## src/rtl/arith_pkg.sv

```systemverilog
// Shared encodings for the sequential arithmetic unit.
//   OP_*  : op-select codes on the op port
//   state_t : controller states (idle, multiply iterating, divide iterating)
package arith_pkg;

  localparam logic [1:0] OP_ADD = 2'b00;
  localparam logic [1:0] OP_SUB = 2'b01;
  localparam logic [1:0] OP_MUL = 2'b10;
  localparam logic [1:0] OP_DIV = 2'b11;

  typedef enum logic [1:0] {
    S_IDLE = 2'd0,
    S_MUL  = 2'd1,
    S_DIV  = 2'd2
  } state_t;

endpackage

```

## src/rtl/arith_addsub.sv

```systemverilog
// Combinational unsigned add/subtract with carry/borrow out.
//   a, b : W-bit operands
//   sub  : 0 = a+b, 1 = a-b
//   s    : (W+1)-bit result; s[W] is carry (add) or borrow (sub)
module arith_addsub #(
  parameter int W = 5
) (
  input  logic [W-1:0] a,
  input  logic [W-1:0] b,
  input  logic         sub,
  output logic [W:0]   s
);

  always_comb begin
    if (sub) s = {1'b0, a} - {1'b0, b};
    else     s = {1'b0, a} + {1'b0, b};
  end

endmodule

```

## src/rtl/seq_arith_unit.sv

```systemverilog
// N-bit unsigned arithmetic engine with start/done handshake.
//   clk, rst_n : clock, async active-low reset
//   start, op  : request and operation (add/sub/mul/div), sampled in idle only
//   x, y       : operands, captured on the accepting edge
//   busy       : high while mul/div iterate (N cycles)
//   done       : one-cycle pulse when result/flag are updated
//   result     : 2N-bit result, held until the next completion
//   flag       : carry / borrow / mul overflow / div-by-zero
module seq_arith_unit
  import arith_pkg::*;
#(
  parameter int N = 4
) (
  input  logic           clk,
  input  logic           rst_n,
  input  logic           start,
  input  logic [1:0]     op,
  input  logic [N-1:0]   x,
  input  logic [N-1:0]   y,
  output logic           busy,
  output logic           done,
  output logic [2*N-1:0] result,
  output logic           flag
);

  localparam int CW = $clog2(N) + 1;

  state_t           state;
  logic [CW-1:0]    cnt;
  // Mul: {partial high, multiplier shifting out}. Div: {remainder, dividend/quotient}.
  logic [2*N-1:0]   acc;
  logic [N-1:0]     opnd;   // multiplicand or divisor

  logic [N:0]       as_a, as_b;
  logic             as_sub;
  logic [N+1:0]     as_s;

  // One (N+1)-bit adder serves all ops; its inputs are steered by state.
  always_comb begin
    as_a   = {1'b0, x};
    as_b   = {1'b0, y};
    as_sub = (op == OP_SUB);
    case (state)
      S_MUL: begin
        as_a   = {1'b0, acc[2*N-1:N]};
        as_b   = acc[0] ? {1'b0, opnd} : '0;
        as_sub = 1'b0;
      end
      S_DIV: begin
        // trial subtract of divisor from remainder shifted with next dividend bit
        as_a   = {acc[2*N-1:N], acc[N-1]};
        as_b   = {1'b0, opnd};
        as_sub = 1'b1;
      end
      default: ;
    endcase
  end

  arith_addsub #(.W(N+1)) u_addsub (
    .a   (as_a),
    .b   (as_b),
    .sub (as_sub),
    .s   (as_s)
  );

  logic [2*N-1:0] mul_next, div_next;
  logic           div_borrow;
  logic [N-1:0]   div_rem;
  logic           last;

  assign mul_next   = {as_s[N:0], acc[N-1:1]};
  assign div_borrow = as_s[N+1];
  // on borrow, restore: shifted remainder is below the divisor so fits N bits
  assign div_rem    = div_borrow ? as_a[N-1:0] : as_s[N-1:0];
  assign div_next   = {div_rem, acc[N-2:0], ~div_borrow};
  assign last       = (cnt == CW'(N-1));

  always_ff @(posedge clk or negedge rst_n) begin
    if (!rst_n) begin
      state  <= S_IDLE;
      busy   <= 1'b0;
      done   <= 1'b0;
      result <= '0;
      flag   <= 1'b0;
      cnt    <= '0;
      acc    <= '0;
      opnd   <= '0;
    end else begin
      done <= 1'b0;
      case (state)
        S_IDLE: begin
          if (start) begin
            case (op)
              OP_ADD: begin
                result      <= '0;
                result[N:0] <= as_s[N:0];
                flag        <= as_s[N];
                done        <= 1'b1;
              end
              OP_SUB: begin
                result        <= '0;
                result[N-1:0] <= as_s[N-1:0];
                flag          <= as_s[N+1];
                done          <= 1'b1;
              end
              OP_MUL: begin
                state <= S_MUL;
                busy  <= 1'b1;
                acc   <= {{N{1'b0}}, y};
                opnd  <= x;
                cnt   <= '0;
              end
              default: begin
                if (y == '0) begin
                  result <= {x, {N{1'b1}}};
                  flag   <= 1'b1;
                  done   <= 1'b1;
                end else begin
                  state <= S_DIV;
                  busy  <= 1'b1;
                  acc   <= {{N{1'b0}}, x};
                  opnd  <= y;
                  cnt   <= '0;
                end
              end
            endcase
          end
        end
        S_MUL: begin
          acc <= mul_next;
          cnt <= cnt + 1'b1;
          if (last) begin
            state  <= S_IDLE;
            busy   <= 1'b0;
            done   <= 1'b1;
            result <= mul_next;
            flag   <= |mul_next[2*N-1:N];
            cnt    <= '0;
          end
        end
        S_DIV: begin
          acc <= div_next;
          cnt <= cnt + 1'b1;
          if (last) begin
            state  <= S_IDLE;
            busy   <= 1'b0;
            done   <= 1'b1;
            result <= div_next;
            flag   <= 1'b0;
            cnt    <= '0;
          end
        end
        default: state <= S_IDLE;
      endcase
    end
  end

endmodule

```

## config.mk

```make
export PLATFORM = sky130hd
export DESIGN_NAME = seq_arith_unit
export DESIGN_NICKNAME = d
export VERILOG_FILES = /design/src/rtl/arith_pkg.sv /design/src/rtl/arith_addsub.sv /design/src/rtl/seq_arith_unit.sv
export SDC_FILE = /design/constraint.sdc
export NUM_CORES = 1
export LEC_CHECK = 0
export CORE_MARGIN = 1
export CORE_UTILIZATION = 50
export DETAILED_ROUTE_END_ITERATION = 12
export PLACE_DENSITY = 0.74
export REMOVE_ABC_BUFFERS = 1
export SYNTH_ARGS = -nofsm -noshare
export SYNTH_HDL_FRONTEND = slang
export SYNTH_SLANG_ARGS = --single-unit
export TNS_END_PERCENT = 10
```

## constraint.sdc

```tcl
create_clock -name clk -period 7.2 [get_ports clk]
set_clock_uncertainty 0.05 [all_clocks]
set_input_delay 1.08 -clock clk [delete_from_list [all_inputs] [get_ports clk]]
set_output_delay 1.08 -clock clk [all_outputs]
set_load 0.02 [all_outputs]
```

==> results of run 1 <==
==> layout by cell type (no fill, tap or decap), drive strengths merged, types with 3 or more instances in the layout <==
master	netlist	routed
dfrtp	28	28
nand2	26	26
nor2	25	25
clkdlybuf4s50	0	23
o21ai	17	17
a21oi	12	12
mux2i	12	12
ha	9	9
a31oi	9	9
inv	7	7
nand3	7	7
and2	7	7
o211ai	6	6
nor3	6	6
a22oi	6	6
xor2	5	5
o21a	5	5
buf	4	4
or2	3	3
nor2b	3	3
a21o	3	3
xnor2	3	3
clkbuf	6	3
a211oi	3	3
==> cell type report <==
class | count | area [um^2]
fillers | 364 | 1580
multi-input cells | 199 | 1390
flip-flops and latches | 28 | 701
repair buffers | 27 | 260
well taps | 50 | 62.6
clock buffers | 3 | 41.3
clock inverters | 1 | 30.0
inverters | 7 | 26.3
==> synthesized netlist by cell type (3+ instances only) <==
| cell | number | share of area |
|---|---|---|
| sky130_fd_sc_hd__clkbuf_1 | 6 | 0.010 |
| sky130_fd_sc_hd__or2_2 | 3 | 0.0087 |
| sky130_fd_sc_hd__a22oi_1 | 5 | 0.017 |
| sky130_fd_sc_hd__mux2i_1 | 11 | 0.051 |
| sky130_fd_sc_hd__xnor2_1 | 3 | 0.012 |
| sky130_fd_sc_hd__nor2_1 | 25 | 0.043 |
| sky130_fd_sc_hd__nand3_1 | 7 | 0.016 |
| sky130_fd_sc_hd__o211ai_1 | 6 | 0.021 |
| sky130_fd_sc_hd__dfrtp_1 | 28 | 0.32 |
| sky130_fd_sc_hd__nor2b_1 | 3 | 0.0087 |
| sky130_fd_sc_hd__and2_1 | 6 | 0.017 |
| sky130_fd_sc_hd__a21o_1 | 3 | 0.010 |
| sky130_fd_sc_hd__a21oi_1 | 11 | 0.025 |
| sky130_fd_sc_hd__xor2_1 | 5 | 0.020 |
| sky130_fd_sc_hd__a31oi_1 | 7 | 0.020 |
| sky130_fd_sc_hd__o21ai_0 | 16 | 0.037 |
| sky130_fd_sc_hd__nor3_1 | 6 | 0.014 |
| sky130_fd_sc_hd__ha_1 | 9 | 0.052 |
| sky130_fd_sc_hd__o21a_1 | 5 | 0.017 |
| sky130_fd_sc_hd__inv_1 | 7 | 0.012 |
| sky130_fd_sc_hd__nand2_1 | 25 | 0.043 |
==> layer usage <==
metal	vias up	track usage	wire length [um]
met1	881	0.357	2390
met2	52	0.422	2360
met5	-	0	0
met3	2	0.0507	288
li1	940	-	-
met4	0	0.0186	12
==> critical path: cells and delay by family <==
kind	cells	cell delay, ns
compound gates	6	1.28
xor+xnor	1	0.16
mux	1	0.15
simple gates	3	0.64
fa+ha+maj	1	0.33
buf+inv	2	0.66
==> path summary, 6_finish.rpt <==
| check | end | slack, ns | depth (start not counted) |
|---|---|---|---|
| max in group asynchronous | acc[2] | 5.71 | 2 |
| worst max register to register | result[4] | 3.18 | 16 |
| min in group asynchronous | cnt[1] | 1.12 | 2 |
| worst max-delay path | result[4] | 3.00 | 14 |
| worst min-delay path | cnt[2] | 0.45 | 1 |
| worst min register to register | cnt[2] | 0.45 | 1 |
==> metrics by stage <==
stage / cell area (um^2) / hold slack, ns / setup slack (ns) / std cells / utilization
6_report: 2510 / 0.454 / 3.00 / 315 / 0.613
5_1_grt: 2510 / 0.483 / 2.87 / 315 / 0.613
4_1_cts: 2510 / 0.457 / 3.02 / 315 / 0.613
3_5_place_dp: 2430 / 0.426 / 2.72 / 311 / 0.596
3_3_place_gp: 2430 / 0.412 / 2.75 / 311 / 0.596
2_1_floorplan: 2110 / 0.394 / 3.19 / 234 / -
==> sequential cells by signal (all words and copies together) (netlist names) <==
signal	cells
busy	1
acc	8
opnd	4
result	8
flag	1
state	2
done	1
cnt	3
==> cells by family (layout without fill, tap and decap cells) <==
family	count (synthesis)	count (layout)	share of synthesized area
fa+ha+maj	10	10	0.0614
simple gates	92	92	0.214
compound gates	77	77	0.272
buf+inv	17	38	0.0347
xor+xnor	8	8	0.0324
mux	12	12	0.0614
flops	28	28	0.324
==> qor.log, run 1 <==
[grt] number of global-route vias before repair 1846
[min_path] hold path startpoint cnt[2]
[logic_synthesis] mean post-synth cell area 8.86 um^2
[route] Post-route DRC 0
[timing] Final Hold Viols 0
[timing] total negative slack 0 ns
[grt] first-pass GRT wire length 8970 um
[clock_network] CTS tree built
[place] Final Wtd Congestion 0.885
[floorplanning] die area 4590 um^2
[grt] number of antenna violations at the first check in global routing 0
[critical_path] required time reported for the critical path endpoint 7.30 ns
[run] Max Cap Violations 0
[timing] worst slew margin relative to its limit 0.342
[grt] overflow left after global routing 0
[place] hpwl dp 3930 um
[timing] Slew Viols, Final 0
[logic_synthesis] count of mapped cells out of synthesis 244
[floorplanning] Row Count 23
[grt] Overall Global Routing Usage 0.256
[critical_path] Worst setup startpoint y[0]
[route] total wirelength of the detailed-routed design 5060 um
[critical_path] Max Fanout on Critical Path 10
[logic_synthesis] combined area of all synthesized cells 2160 um^2
[cells_and_area] Antenna Cells 0
[clock_network] count of hold-fix buffers inserted at cts 0
[route] via density per instance 5.95
[critical_path] Critical Path End Type flop
[clock_network] post-CTS repair timing setup buffer count 0
[timing] unrepaired setup endpoints after global routing false
[cells_and_area] Net count, final 289
[critical_path] critical path data arrival time 4.30 ns
[run_status] result of the run finished clean
[timing] Final setup violation count 0
[clock_network] CTS clk-pin slew, worst paths 0.10 ns
[min_path] class of the tightest hold or removal check reg2reg
[timing] fin crit period 4.20 ns
[place] number of I/O port buffers 23
[clock_network] clk_lat worst skew 0.28 ns
[critical_path] Worst path slowest cell sky130_fd_sc_hd__clkdlybuf4s50_1
[clock_network] CTS Sinks 28
[critical_path] stage delay of the slowest cell on the critical path 0.54 ns
[critical_path] critical path class in2reg
[critical_path] r2r startpoint state[0]
[critical_path] cell breakdown of the critical path clkdlybuf4s50_1 -> inv_1 -> o22ai_4 -> or2_2 -> nand2_1 -> xor2_1 -> ha_1 -> o21a_1 -> o31ai_1 -> a31o_4 -> or3_1 -> mux2i_1 -> a211oi_1 -> a31oi_1
[floorplanning] Die Width 67.7 um
[clock_network] number of clock buffers inserted by TritonCTS 3
[critical_path] startpoint type of the worst setup path input port
[clock_network] buffers from clock root to sink, at most 2
[logic_synthesis] Synth Warn # 0
[grt] largest net degree at the start of global routing 31
[route] Vias 1875
[timing] post-route fraction of the period consumed by the critical path 0.584
[logic_synthesis] Top FF cell, synth sky130_fd_sc_hd__dfrtp_1
[route] first-pass iteration count of the detailed router 4
[logic_synthesis] number of storage elements in the synthesis netlist 28
[floorplanning] standard cell core area 4090 um^2
[logic_synthesis] post-synth cell types 58
[cells_and_area] share of cells above drive strength 1 0.0981
[route] number of nets with antenna violations after routing 0
[timing] Least-Margin Pin Slew 0.985 ns
[route] routed length per instance 16.0 um
[floorplanning] die height 67.7 um
[route] number of DRC markers in iteration 0 104
[cells_and_area] Area growth syn-to-layout 16.0%
[logic_synthesis] Post-synth EDFFs 0
[clock_network] count of cells resized by post-cts repair 0
[timing] maximum clock frequency 238 MHz
[clock_network] clock root cell sky130_fd_sc_hd__clkbuf_8
[logic_synthesis] sequential area share after synthesis 0.324
[floorplanning] ports placed on the boundary 24
[logic_synthesis] fraction of registers with async set or reset after synthesis 1.00
[clock_network] CTS H-tree lvls 1
[floorplanning] Initial Util 0.529
Power of run 1 is left out: the tool's default activity adds up to more than one toggle a clock period on the data nets, which glitch-free logic cannot reach.
==> run 2: changes to the inputs <==
--- a/config.mk
+++ b/config.mk
@@ -8,7 +8,7 @@
 export CORE_MARGIN = 1
 export CORE_UTILIZATION = 50
 export DETAILED_ROUTE_END_ITERATION = 12
-export PLACE_DENSITY = 0.74
+export PLACE_DENSITY = 0.77
 export REMOVE_ABC_BUFFERS = 1
 export SYNTH_ARGS = -nofsm -noshare
 export SYNTH_HDL_FRONTEND = slang
==> constraint.sdc (replaced) <==
create_clock -name clk -period 3.7 [get_ports clk]
set_clock_uncertainty 0.05 [all_clocks]
set_input_delay 0.555 -clock clk [delete_from_list [all_inputs] [get_ports clk]]
set_output_delay 0.555 -clock clk [all_outputs]
set_load 0.02 [all_outputs]
==> run 2 against run 1 <==
  * Design area increased by 9.0%
  * First-iteration DRC count down 1.9%
  * Via count grew 8.5%
  * Die area unchanged
  * Cell count increased by 7.3%
  * Register-to-register slack worse by 3.1 ns
  * Global-route usage rose by 0.82 points
  * Flip-flop and latch count unchanged
  * Critical path depth is 2 higher
  * Wire length rose by 7.9%
  * Worst hold slack got worse by 0.010 ns
==> qor.log, run 2 (same netlist as run 1, synthesis figures left out) <==
[critical_path] critical path data arrival time 3.75 ns
[place] post-placement cell count 331
[place] Placement Cell Area 2600 um^2
[timing] Final Hold Viols 0
[clock_network] number of clock buffers inserted by TritonCTS 3
[clock_network] CTS clk-pin slew, worst paths 0.10 ns
[cells_and_area] final standard cell count with taps included and fillers excluded 338
[clock_network] clk_lat worst skew 0.28 ns
[clock_network] buffers from clock root to sink, at most 2
[grt] number of global-route vias before repair 1968
[grt] first-pass GRT wire length 9140 um
[critical_path] critical path class reg2reg
[critical_path] Worst path slowest cell sky130_fd_sc_hd__or4_4
[floorplanning] Die Width 67.7 um
[timing] worst slew margin relative to its limit 0.715
[place] Final Wtd Congestion 0.897
[place] worst slack, placed 0.0185 ns
[place] hpwl dp 4210 um
[timing] Least-Margin Pin Slew 0.426 ns
[floorplanning] die height 67.7 um
[floorplanning] die area 4590 um^2
[floorplanning] Row Count 23
[cells_and_area] most common cell after layout, fill and taps aside sky130_fd_sc_hd__dfrtp_1
[grt] overflow left after global routing 0
[clock_network] CTS Sinks 28
[timing] fin crit period 3.59 ns
[cells_and_area] Net count, final 312
[timing] post-route fraction of the period consumed by the critical path 0.970
[timing] Slew Viols, Final 0
[critical_path] Critical Path End Type flop
[cells_and_area] share of cells above drive strength 1 0.198
[route] total wirelength of the detailed-routed design 5450 um
[critical_path] startpoint type of the worst setup path flop
[timing] post-layout worst setup margin 0.112 ns
[floorplanning] standard cell core area 4090 um^2
[critical_path] stage delay of the slowest cell on the critical path 0.50 ns
[clock_network] CTS tree built
[floorplanning] ports placed on the boundary 24
[route] number of DRC markers in iteration 0 102
[clock_network] clock root cell sky130_fd_sc_hd__clkbuf_8
[place] number of I/O port buffers 23
[grt] largest net degree at the start of global routing 29
[critical_path] cell breakdown of the critical path buf_4 -> ha_1 -> a21oi_2 -> buf_4 -> o22ai_4 -> or2_2 -> o211ai_1 -> o31a_1 -> ha_1 -> or2_2 -> o31ai_1 -> a31o_4 -> and2_4 -> nor3_1 -> or4_4 -> a41oi_2
[grt] Overall Global Routing Usage 0.264
[timing] worst hold-check slack 0.444 ns
[route] routed length per instance 16.1 um
[floorplanning] Initial Util 0.529
[route] Vias 2034
[cells_and_area] leading registers by flop count acc (8), result (8), opnd (4)
[cells_and_area] Antenna Cells 0
[route] Post-route DRC 0
[timing] Final setup violation count 0
[run_status] result of the run finished clean
[critical_path] required time reported for the critical path endpoint 3.86 ns
[cells_and_area] summed area of non-filler cells in the final layout 2730 um^2
[timing] maximum clock frequency 279 MHz
[cells_and_area] Area growth syn-to-layout 26.4%
[route] via density per instance 6.02
[run] Max Cap Violations 0
[clock_network] count of hold-fix buffers inserted at cts 0
[grt] number of antenna violations at the first check in global routing 0
[cells_and_area] top library cells by usage in the layout, fill and taps aside sky130_fd_sc_hd__dfrtp_1 (28), sky130_fd_sc_hd__buf_4 (26), sky130_fd_sc_hd__nand2_1 (25)
[min_path] class of the tightest hold or removal check reg2reg
[clock_network] CTS H-tree lvls 1
[route] first-pass iteration count of the detailed router 4
[critical_path] Max Fanout on Critical Path 5
[route] number of nets with antenna violations after routing 0
-- run 2: cell count changes in the layout (fill, tap and decap cells not counted), sizes merged --
cell / change
buf: +23
-- run 2: area by class of cell --
type,instances,area (um^2)
sequential,28,701
tap,50,62.6
inverter,7,26.3
clock inverter,1,30.0
timing repair buffer,50,445
fill,345,1360
clock buffer,3,41.3
multi-input combinational,199,1430
-- run 2: through the flow --
stage,setup TNS (ns),utilization
6_report,0,0.668
5_1_grt,-0.0340,0.668
4_1_cts,0,0.654
3_5_place_dp,0,0.636
3_3_place_gp,0,0.636
2_1_floorplan,-1.85,-
-- run 2: path summary, 6_finish.rpt --
path | startpoint | end | slack (ns) | cells after the start
setup / recovery | state[1] | result[7] | 0.11 | 16
hold / removal | cnt[2] | cnt[2] | 0.44 | 1
setup reg to reg | state[1] | result[7] | 0.11 | 16
hold reg to reg | cnt[2] | cnt[2] | 0.44 | 1
max in group asynchronous | rst_n | opnd[3] | 2.74 | 2
min in group asynchronous | rst_n | result[1] | 0.59 | 2
-- run 2: timing repair --
| item | CTS | global route |
|---|---|---|
| setup endpoints to repair | 2 | 10 |
| setup buffers | 0 | 3 |
| pin swaps | 0 | 1 |
| gates resized for setup | 1 | 8 |
-- run 2: critical path, delay by kind of cell (launching register included) --
family,cells,cell delay [ns]
and+or+nand+nor,5,1.31
adders and majority gates,2,0.43
AOI/OAI and AO/OA,7,1.01
DFF,1,0.41
buffers and inverters,2,0.31
-- run 2: metal layers --
metal	vias to the layer above	routed length [um]	part of all wire	global-route usage
met3	10	273	0.050	0.0372
met4	0	80	0.015	0.0691
met5	-	0	0	0
met1	965	2470	0.45	0.361
met2	75	2630	0.48	0.433
li1	984	-	-	-
Power of run 2 is left out for the same reason.
